File: src/rtl/uart_fifo_core.sv
// UART core: TX path with a small FIFO feeding a serial framer, plus an independent
// RX path with a 2-flop synchronizer, mid-bit sampling, parity and framing checks.
module uart_fifo_core #(
    parameter int DATA_W      = 8,
    parameter int CLK_PER_BIT = 16,
    parameter int PARITY_EN   = 1,
    parameter int PARITY_ODD  = 0,
    parameter int STOP_BITS   = 1,
    parameter int TX_DEPTH    = 4
) (
    input  logic              clk,
    input  logic              reset,
    input  logic [DATA_W-1:0] din,
    input  logic              wr_en,
    output logic              tx_full,
    output logic              tx_busy,
    output logic              tx,
    input  logic              rx,
    output logic              ready,
    output logic [DATA_W-1:0] dout,
    output logic              parity_err,
    output logic              frame_err,
    output logic [2:0]        dbg_tx_state_o,
    output logic [2:0]        dbg_rx_state_o
);
    localparam int AW = $clog2(TX_DEPTH);
    localparam int CW = $clog2(CLK_PER_BIT);
    localparam int BW = $clog2(DATA_W);
    localparam logic [AW:0]   DEPTH_C   = TX_DEPTH[AW:0];
    localparam logic [CW-1:0] CNT_MAX   = CW'(CLK_PER_BIT - 1);
    localparam logic [CW-1:0] CNT_HALF  = CW'(CLK_PER_BIT / 2 - 1);
    localparam logic [BW-1:0] BIT_MAX   = BW'(DATA_W - 1);
    localparam logic          STOP_LAST = (STOP_BITS == 2);
    localparam logic          PAR       = (PARITY_EN != 0);
    localparam logic          ODD       = (PARITY_ODD != 0);

    typedef enum logic [2:0] {TX_IDLE, TX_START, TX_DATA, TX_PARITY, TX_STOP} tx_state_e;
    typedef enum logic [2:0] {RX_IDLE, RX_START, RX_DATA, RX_PARITY, RX_STOP} rx_state_e;

    tx_state_e         tx_state_q;
    logic [CW-1:0]     tx_cnt_q;
    logic [BW-1:0]     tx_bit_q;
    logic              tx_stop_q;
    logic [DATA_W-1:0] tx_sh_q;
    logic              tx_par_q;
    logic              tx_q;

    logic [DATA_W-1:0] mem_q [TX_DEPTH];
    logic [AW-1:0]     wr_ptr_q, rd_ptr_q;
    logic [AW:0]       count_q, count_d;
    logic              push, pop;

    // The framer pops from IDLE or on the last cycle of its final stop bit, so
    // back-to-back words leave no idle gap on the line.
    assign pop = (count_q != '0) &&
                 ((tx_state_q == TX_IDLE) ||
                  (tx_state_q == TX_STOP && tx_cnt_q == CNT_MAX && tx_stop_q == STOP_LAST));
    assign tx_full = (count_q == DEPTH_C);
    assign push    = wr_en && (!tx_full || pop);
    assign tx_busy = (count_q != '0) || (tx_state_q != TX_IDLE);
    assign tx      = tx_q;
    assign dbg_tx_state_o = tx_state_q;

    always_comb begin
        count_d = count_q;
        if (push && !pop)      count_d = count_q + 1'b1;
        else if (pop && !push) count_d = count_q - 1'b1;
    end

    always_ff @(posedge clk) begin
        if (push) mem_q[wr_ptr_q] <= din;
    end

    always_ff @(posedge clk or negedge reset) begin
        if (!reset) begin
            wr_ptr_q <= '0;
            rd_ptr_q <= '0;
            count_q  <= '0;
        end else begin
            if (push) wr_ptr_q <= wr_ptr_q + 1'b1;
            if (pop)  rd_ptr_q <= rd_ptr_q + 1'b1;
            count_q <= count_d;
        end
    end

    always_ff @(posedge clk or negedge reset) begin
        if (!reset) begin
            tx_state_q <= TX_IDLE;
            tx_cnt_q   <= '0;
            tx_bit_q   <= '0;
            tx_stop_q  <= 1'b0;
            tx_sh_q    <= '0;
            tx_par_q   <= 1'b0;
            tx_q       <= 1'b1;
        end else if (pop) begin
            tx_state_q <= TX_START;
            tx_cnt_q   <= '0;
            tx_sh_q    <= mem_q[rd_ptr_q];
            tx_par_q   <= (^mem_q[rd_ptr_q]) ^ ODD;
            tx_q       <= 1'b0;
        end else if (tx_state_q == TX_IDLE) begin
            tx_q <= 1'b1;
        end else if (tx_cnt_q != CNT_MAX) begin
            tx_cnt_q <= tx_cnt_q + 1'b1;
        end else begin
            tx_cnt_q <= '0;
            case (tx_state_q)
                TX_START: begin
                    tx_state_q <= TX_DATA;
                    tx_bit_q   <= '0;
                    tx_q       <= tx_sh_q[0];
                end
                TX_DATA: begin
                    if (tx_bit_q == BIT_MAX) begin
                        tx_stop_q  <= 1'b0;
                        tx_state_q <= PAR ? TX_PARITY : TX_STOP;
                        tx_q       <= PAR ? tx_par_q : 1'b1;
                    end else begin
                        tx_bit_q <= tx_bit_q + 1'b1;
                        tx_sh_q  <= tx_sh_q >> 1;
                        tx_q     <= tx_sh_q[1];
                    end
                end
                TX_PARITY: begin
                    tx_state_q <= TX_STOP;
                    tx_stop_q  <= 1'b0;
                    tx_q       <= 1'b1;
                end
                TX_STOP: begin
                    tx_q <= 1'b1;
                    if (tx_stop_q == STOP_LAST) tx_state_q <= TX_IDLE;
                    else                        tx_stop_q  <= 1'b1;
                end
                default: tx_state_q <= TX_IDLE;
            endcase
        end
    end

    logic              sync1_q, sync2_q;
    rx_state_e         rx_state_q;
    logic [CW-1:0]     rx_cnt_q;
    logic [BW-1:0]     rx_bit_q;
    logic [DATA_W-1:0] rx_sh_q;
    logic              rx_par_q;
    logic              rx_armed_q;
    logic              ready_q, perr_q, ferr_q;
    logic [DATA_W-1:0] dout_q;

    assign ready      = ready_q;
    assign dout       = dout_q;
    assign parity_err = perr_q;
    assign frame_err  = ferr_q;
    assign dbg_rx_state_o = rx_state_q;

    always_ff @(posedge clk or negedge reset) begin
        if (!reset) begin
            sync1_q <= 1'b1;
            sync2_q <= 1'b1;
        end else begin
            sync1_q <= rx;
            sync2_q <= sync1_q;
        end
    end

    // rx_armed_q drops after a low stop bit so a held-low line cannot fake a start bit.
    always_ff @(posedge clk or negedge reset) begin
        if (!reset) begin
            rx_state_q <= RX_IDLE;
            rx_cnt_q   <= '0;
            rx_bit_q   <= '0;
            rx_sh_q    <= '0;
            rx_par_q   <= 1'b0;
            rx_armed_q <= 1'b1;
            ready_q    <= 1'b0;
            dout_q     <= '0;
            perr_q     <= 1'b0;
            ferr_q     <= 1'b0;
        end else begin
            ready_q <= 1'b0;
            case (rx_state_q)
                RX_IDLE: begin
                    rx_cnt_q <= '0;
                    if (sync2_q)         rx_armed_q <= 1'b1;
                    else if (rx_armed_q) rx_state_q <= RX_START;
                end
                RX_START: begin
                    if (rx_cnt_q == CNT_HALF) begin
                        rx_cnt_q   <= '0;
                        rx_bit_q   <= '0;
                        rx_state_q <= sync2_q ? RX_IDLE : RX_DATA;
                    end else begin
                        rx_cnt_q <= rx_cnt_q + 1'b1;
                    end
                end
                default: begin
                    if (rx_cnt_q != CNT_MAX) begin
                        rx_cnt_q <= rx_cnt_q + 1'b1;
                    end else begin
                        rx_cnt_q <= '0;
                        if (rx_state_q == RX_DATA) begin
                            rx_sh_q <= {sync2_q, rx_sh_q[DATA_W-1:1]};
                            if (rx_bit_q == BIT_MAX) rx_state_q <= PAR ? RX_PARITY : RX_STOP;
                            else                     rx_bit_q   <= rx_bit_q + 1'b1;
                        end else if (rx_state_q == RX_PARITY) begin
                            rx_par_q   <= sync2_q;
                            rx_state_q <= RX_STOP;
                        end else begin
                            dout_q     <= rx_sh_q;
                            perr_q     <= PAR & (rx_par_q ^ (^rx_sh_q) ^ ODD);
                            ferr_q     <= !sync2_q;
                            ready_q    <= 1'b1;
                            rx_armed_q <= sync2_q;
                            rx_state_q <= RX_IDLE;
                        end
                    end
                end
            endcase
        end
    end
endmodule

File: config.mk
export PLATFORM = sky130hd
export DESIGN_NAME = uart_fifo_core
export DESIGN_NICKNAME = d
export VERILOG_FILES = /design/src/rtl/uart_fifo_core.sv
export SDC_FILE = /design/constraint.sdc
export NUM_CORES = 1
export LEC_CHECK = 0
export ABC_AREA = 1
export BUFFER_PORTS_ARGS = -buffer_cell sky130_fd_sc_hd__buf_2
export CAP_MARGIN = 20
export CORE_MARGIN = 2
export CORE_UTILIZATION = 35
export CTS_BUF_LIST = sky130_fd_sc_hd__clkbuf_8
export DETAILED_ROUTE_END_ITERATION = 10
export GPL_ROUTABILITY_DRIVEN = 0
export GPL_TIMING_DRIVEN = 0
export PLACE_DENSITY = 0.64
export SETUP_SLACK_MARGIN = 0.4
export SLEW_MARGIN = 20
export SYNTH_ARGS = -nofsm -noshare
export SYNTH_HDL_FRONTEND = slang
export SYNTH_SLANG_ARGS = --single-unit
File: constraint.sdc
create_clock -name clk -period 2.1 [get_ports clk]
set_clock_uncertainty 0.05 [all_clocks]
set_input_delay 0.105 -clock clk [delete_from_list [all_inputs] [get_ports clk]]
set_output_delay 0.105 -clock clk [all_outputs]
set_load 0.05 [all_outputs]
==> insert_results.sql <==
INSERT INTO impl_metrics (metric_group, metric, value, unit) VALUES
('timing', 'min_clock_period_post_route', '2.10', 'ns'),
('timing', 'grt_setup_unrepaired', 'yes', ''),
('floorplanning', 'dieWidth', '115', 'µm'),
('place', 'dp_hpwl', '5.66', 'mm'),
('clock_network', 'cts.sinks', '92', ''),
('grt', 'globalRoute.totalOverflow', '0', ''),
('synthesis', 'ys_async_sr_fraction', '65.2', '%'),
('synthesis', 'ys_seq_elements', '92', ''),
('floorplanning', 'ioPinCount', '32', ''),
('grt', 'track_usage', '13.8', '%'),
('clock_network', 'clock_tree.root_cell', 'clkbuf_8', ''),
('drt', 'post_drt_via_cell_ratio', '4.74', ''),
('drt', 'detail_route_met2_wl', '4.33', 'mm'),
('setup_path', 'path_buf_inv', '2', ''),
('synthesis', 'ys_types', '40', ''),
('grt', 'antenna_found_initial', '0', ''),
('hold_path', 'worst_hold_class', 'in -> reg', ''),
('drt', 'drc_errors', '0', ''),
('place', 'dpl_cell_area', '4690', 'µm²'),
('drt', 'wl_met3', '234', 'µm'),
('final_layout', 'share_of_layout_cells_above_drive_strength_1', '30.2', '%'),
('final_layout', 'insertedDiodeCount', '0', ''),
('power', 'power_density', '927', 'nW/µm²'),
('timing', 'slew_headroom', '49.3', '%'),
('setup_path', 'cp_cell_sequence', 'ha_4 > nand3_4 > a21oi_4 > nand2_4 > buf_6 > ha_4 > inv_4 > fa_2 > mux2_2', ''),
('clock_network', 'clock_tree_from_tritoncts', 'done', ''),
('final_layout', 'nets', '576', ''),
('timing', 'final_hold_viol_count', '0', ''),
('grt', 'grt_start_max_net_pins', '61', ''),
('setup_path', 'cp-end-kind', 'flip-flop', ''),
('power', 'netSwitchingFraction', '32.4', '%'),
('synthesis', 'mappedNetlistArea', '4310', 'µm²'),
('setup_path', 'worst-endpoint-required', '2.30', 'ns'),
('synthesis', 'dominantRegCellSynth', 'dfrtp_1', ''),
('outcome', 'failed_checks', 'setup timing', ''),
('setup_path', 'criticalPathCategory', 'reg -> reg', ''),
('drt', 'vias', '3338', ''),
('place', 'port-buffer-count', '31', ''),
('setup_path', 'max_stage_delay', '0.41', 'ns'),
('grt', 'vias_in_the_first_global_route', '3175', ''),
('outcome', 'status', 'complete, but fails checks', ''),
('timing', 'number_of_setup_violations_in_the_final_report', '1', ''),
('clock_network', 'cts_inserted_buffers', '9', ''),
('drt', 'drt.antenna.violating_nets', '0', ''),
('flow_run', 'drv_cap', '0', ''),
('synthesis', 'ys_warn_count', '0', ''),
('final_layout', 'area.growth.synth_to_final', '29.8', '%'),
('synthesis', 'synth_area_per_cell', '9.25', 'µm²'),
('power', 'power.switching', '1.68', 'mW'),
('drt', 'wl_met1', '4.01', 'mm'),
('grt', 'grt_pass1_wl', '14.4', 'mm'),
('drt', 'wire_per_inst', '12.4', 'µm'),
('power', 'cell_internal_pwr', '3.51', 'mW'),
('setup_path', 'path_max_fanout', '10', ''),
('setup_path', 'critical_path_s_most_frequent_cell', 'ha_4', ''),
('timing', 'report.final.slew_viol_count', '0', ''),
('final_layout', 'finish.instance_area', '5590', 'µm²'),
('drt', 'initial_drt_pass_iterations', '4', ''),
('synthesis', 'synth_sequential_area_ratio', '57.2', '%'),
('clock_network', 'clkLatencyLatePin', '0.36', 'ns'),
('place', 'placement.setup.worst_slack', '-0.348', 'ns'),
('floorplanning', 'coreArea', '12000', 'µm²'),
('timing', 'fin_ws', '-0.00370', 'ns'),
('floorplanning', 'effective_utilization_at_floorplan', '35.9', '%'),
('floorplanning', 'core.rowCount', '40', ''),
('synthesis', 'post_synth_inst_count', '466', ''),
('drt', 'topRoutingLayerUsed', 'met4', ''),
('floorplanning', 'die_area', '13200', 'µm²'),
('power', 'clockPowerShare', '26.2', '%'),
('synthesis', 'synth_nets', '490', ''),
('power', 'power_frac_seq', '44.5', '%');
==> worst register-to-register path, delay by kind of cell, from the launching register on <==
family / cells / cell delay [ns]
DFF: 1 / 0.40
and+or+nand+nor: 2 / 0.16
muxes: 1 / 0.27
AOI/OAI and AO/OA: 1 / 0.17
adders and majority gates: 3 / 0.73
buffers and inverters: 2 / 0.21
==> what timing repair did <==
action / 4_1_cts / 5_1_grt
endpoints found under the hold margin: 89 / 0
gates cloned: 1 / 2
gates resized for setup: 31 / 52
hold buffers: 10 / 0
setup endpoints to repair: 64 / 75
buffers inserted: 15 / 16
pin swaps: 6 / 15
==> cells in the mapped netlist (all sizes together), types with 3 or more instances <==
cell type | n | area share (%)
dfrtp | 56 | 33
nor3 | 4 | 0.84
buf | 8 | 1.3
nand2 | 165 | 15
edfxtp | 32 | 22
inv | 52 | 4.6
nor2 | 27 | 2.5
o22ai | 3 | 0.44
xnor2 | 6 | 1.2
dfstp | 4 | 2.4
nand3 | 33 | 4.2
a31oi | 6 | 1.0
xor2 | 6 | 1.2
ha | 11 | 3.2
o21ai | 32 | 3.7
a21oi | 11 | 1.7
==> cells in the final DEF, fill, tap and decap left out, types with 5 or more instances in the layout <==
cell / count
nand2_1: 147
dfrtp_1: 51
inv_1: 37
buf_2: 32
edfxtp_1: 32
nand3_1: 24
buf_4: 24
o21ai_0: 19
nor2_1: 16
o21ai_1: 13
clkbuf_8: 12
inv_2: 11
buf_6: 11
nand2_2: 10
dlygate4sd3_1: 10
nand2_4: 8
nand3_2: 7
a21oi_1: 7
ha_1: 7
xor2_1: 6
nor2_4: 6
xnor2_1: 6
nor2_2: 5
a31oi_1: 5
dfrtp_2: 5
==> kinds of logic after synthesis <==
family	share of synthesized area, %
DFF	57.2
muxes	0.261
and+or+nand+nor	22.9
AOI/OAI and AO/OA	7.46
buffers and inverters	6.01
xor gates and xnor gates	2.44
adders and majority gates	3.66
==> power by group through the flow <==
stage / combinational, mW / clock [mW] / sequential, mW
3_3_place_gp: 1.08 / 0 / 2.33
2_1_floorplan: 0.780 / 0 / 2.39
4_1_cts: 1.30 / 1.40 / 2.31
6_report: 1.52 / 1.36 / 2.31
5_1_grt: 1.70 / 1.48 / 2.34
3_5_place_dp: 1.13 / 0 / 2.34
==> layer usage <==
layer,vias up,global-route usage [%]
met3,15,3.16
met4,0,5.70
met1,1602,17.8
li1,1683,-
met2,38,22.4
met5,-,0
==> worst paths after layout <==
path | start | to | slack [ns] | cells past startpoint
max | tx_cnt_q[0] | count_q[1] | -0.004 | 9
min | wr_en | wr_ptr_q[0] | 0.08 | 4
max reg2reg | tx_cnt_q[0] | count_q[1] | -0.004 | 9
min reg2reg | sync1_q | sync2_q | 0.32 | 0
max in group asynchronous | reset | count_q[0] | 1.15 | 2
min in group asynchronous | reset | dout[2] | 0.30 | 2
==> area by class of cell <==
cell class | instances | area, µm²
inverters | 52 | 218
clock inverters | 4 | 71.3
well taps | 147 | 184
repair inverters | 1 | 8.76
plain buffers | 9 | 82.6
repair buffers | 74 | 569
fillers | 1081 | 6420
flip-flops and latches | 92 | 2470
multi-input cells | 313 | 1820
clock buffers | 12 | 165
==> per-stage QoR <==
step	util [%]	total power, mW	hold WS [ns]	std cells	setup TNS (ns)
6_report	46.6	5.19	0.0784	704	-0.00370
5_1_grt	46.6	5.51	0.0695	704	-0.185
4_1_cts	43.9	5.00	0.0754	686	-0.139
3_5_place_dp	39.0	3.47	0.163	644	-10.06
3_3_place_gp	39.0	3.41	0.161	644	-9.34
2_1_floorplan	-	3.17	-0.241	466	-0.330
==> registers in the layout, indices dropped and copies added, names as in the netlist, 4 cells and up <==
register	flops
mem_q	32
tx_cnt_q	4
rx_sh_q	8
tx_sh_q	8
dout	8
rx_cnt_q	4
(Power assumes the default switching activity.)
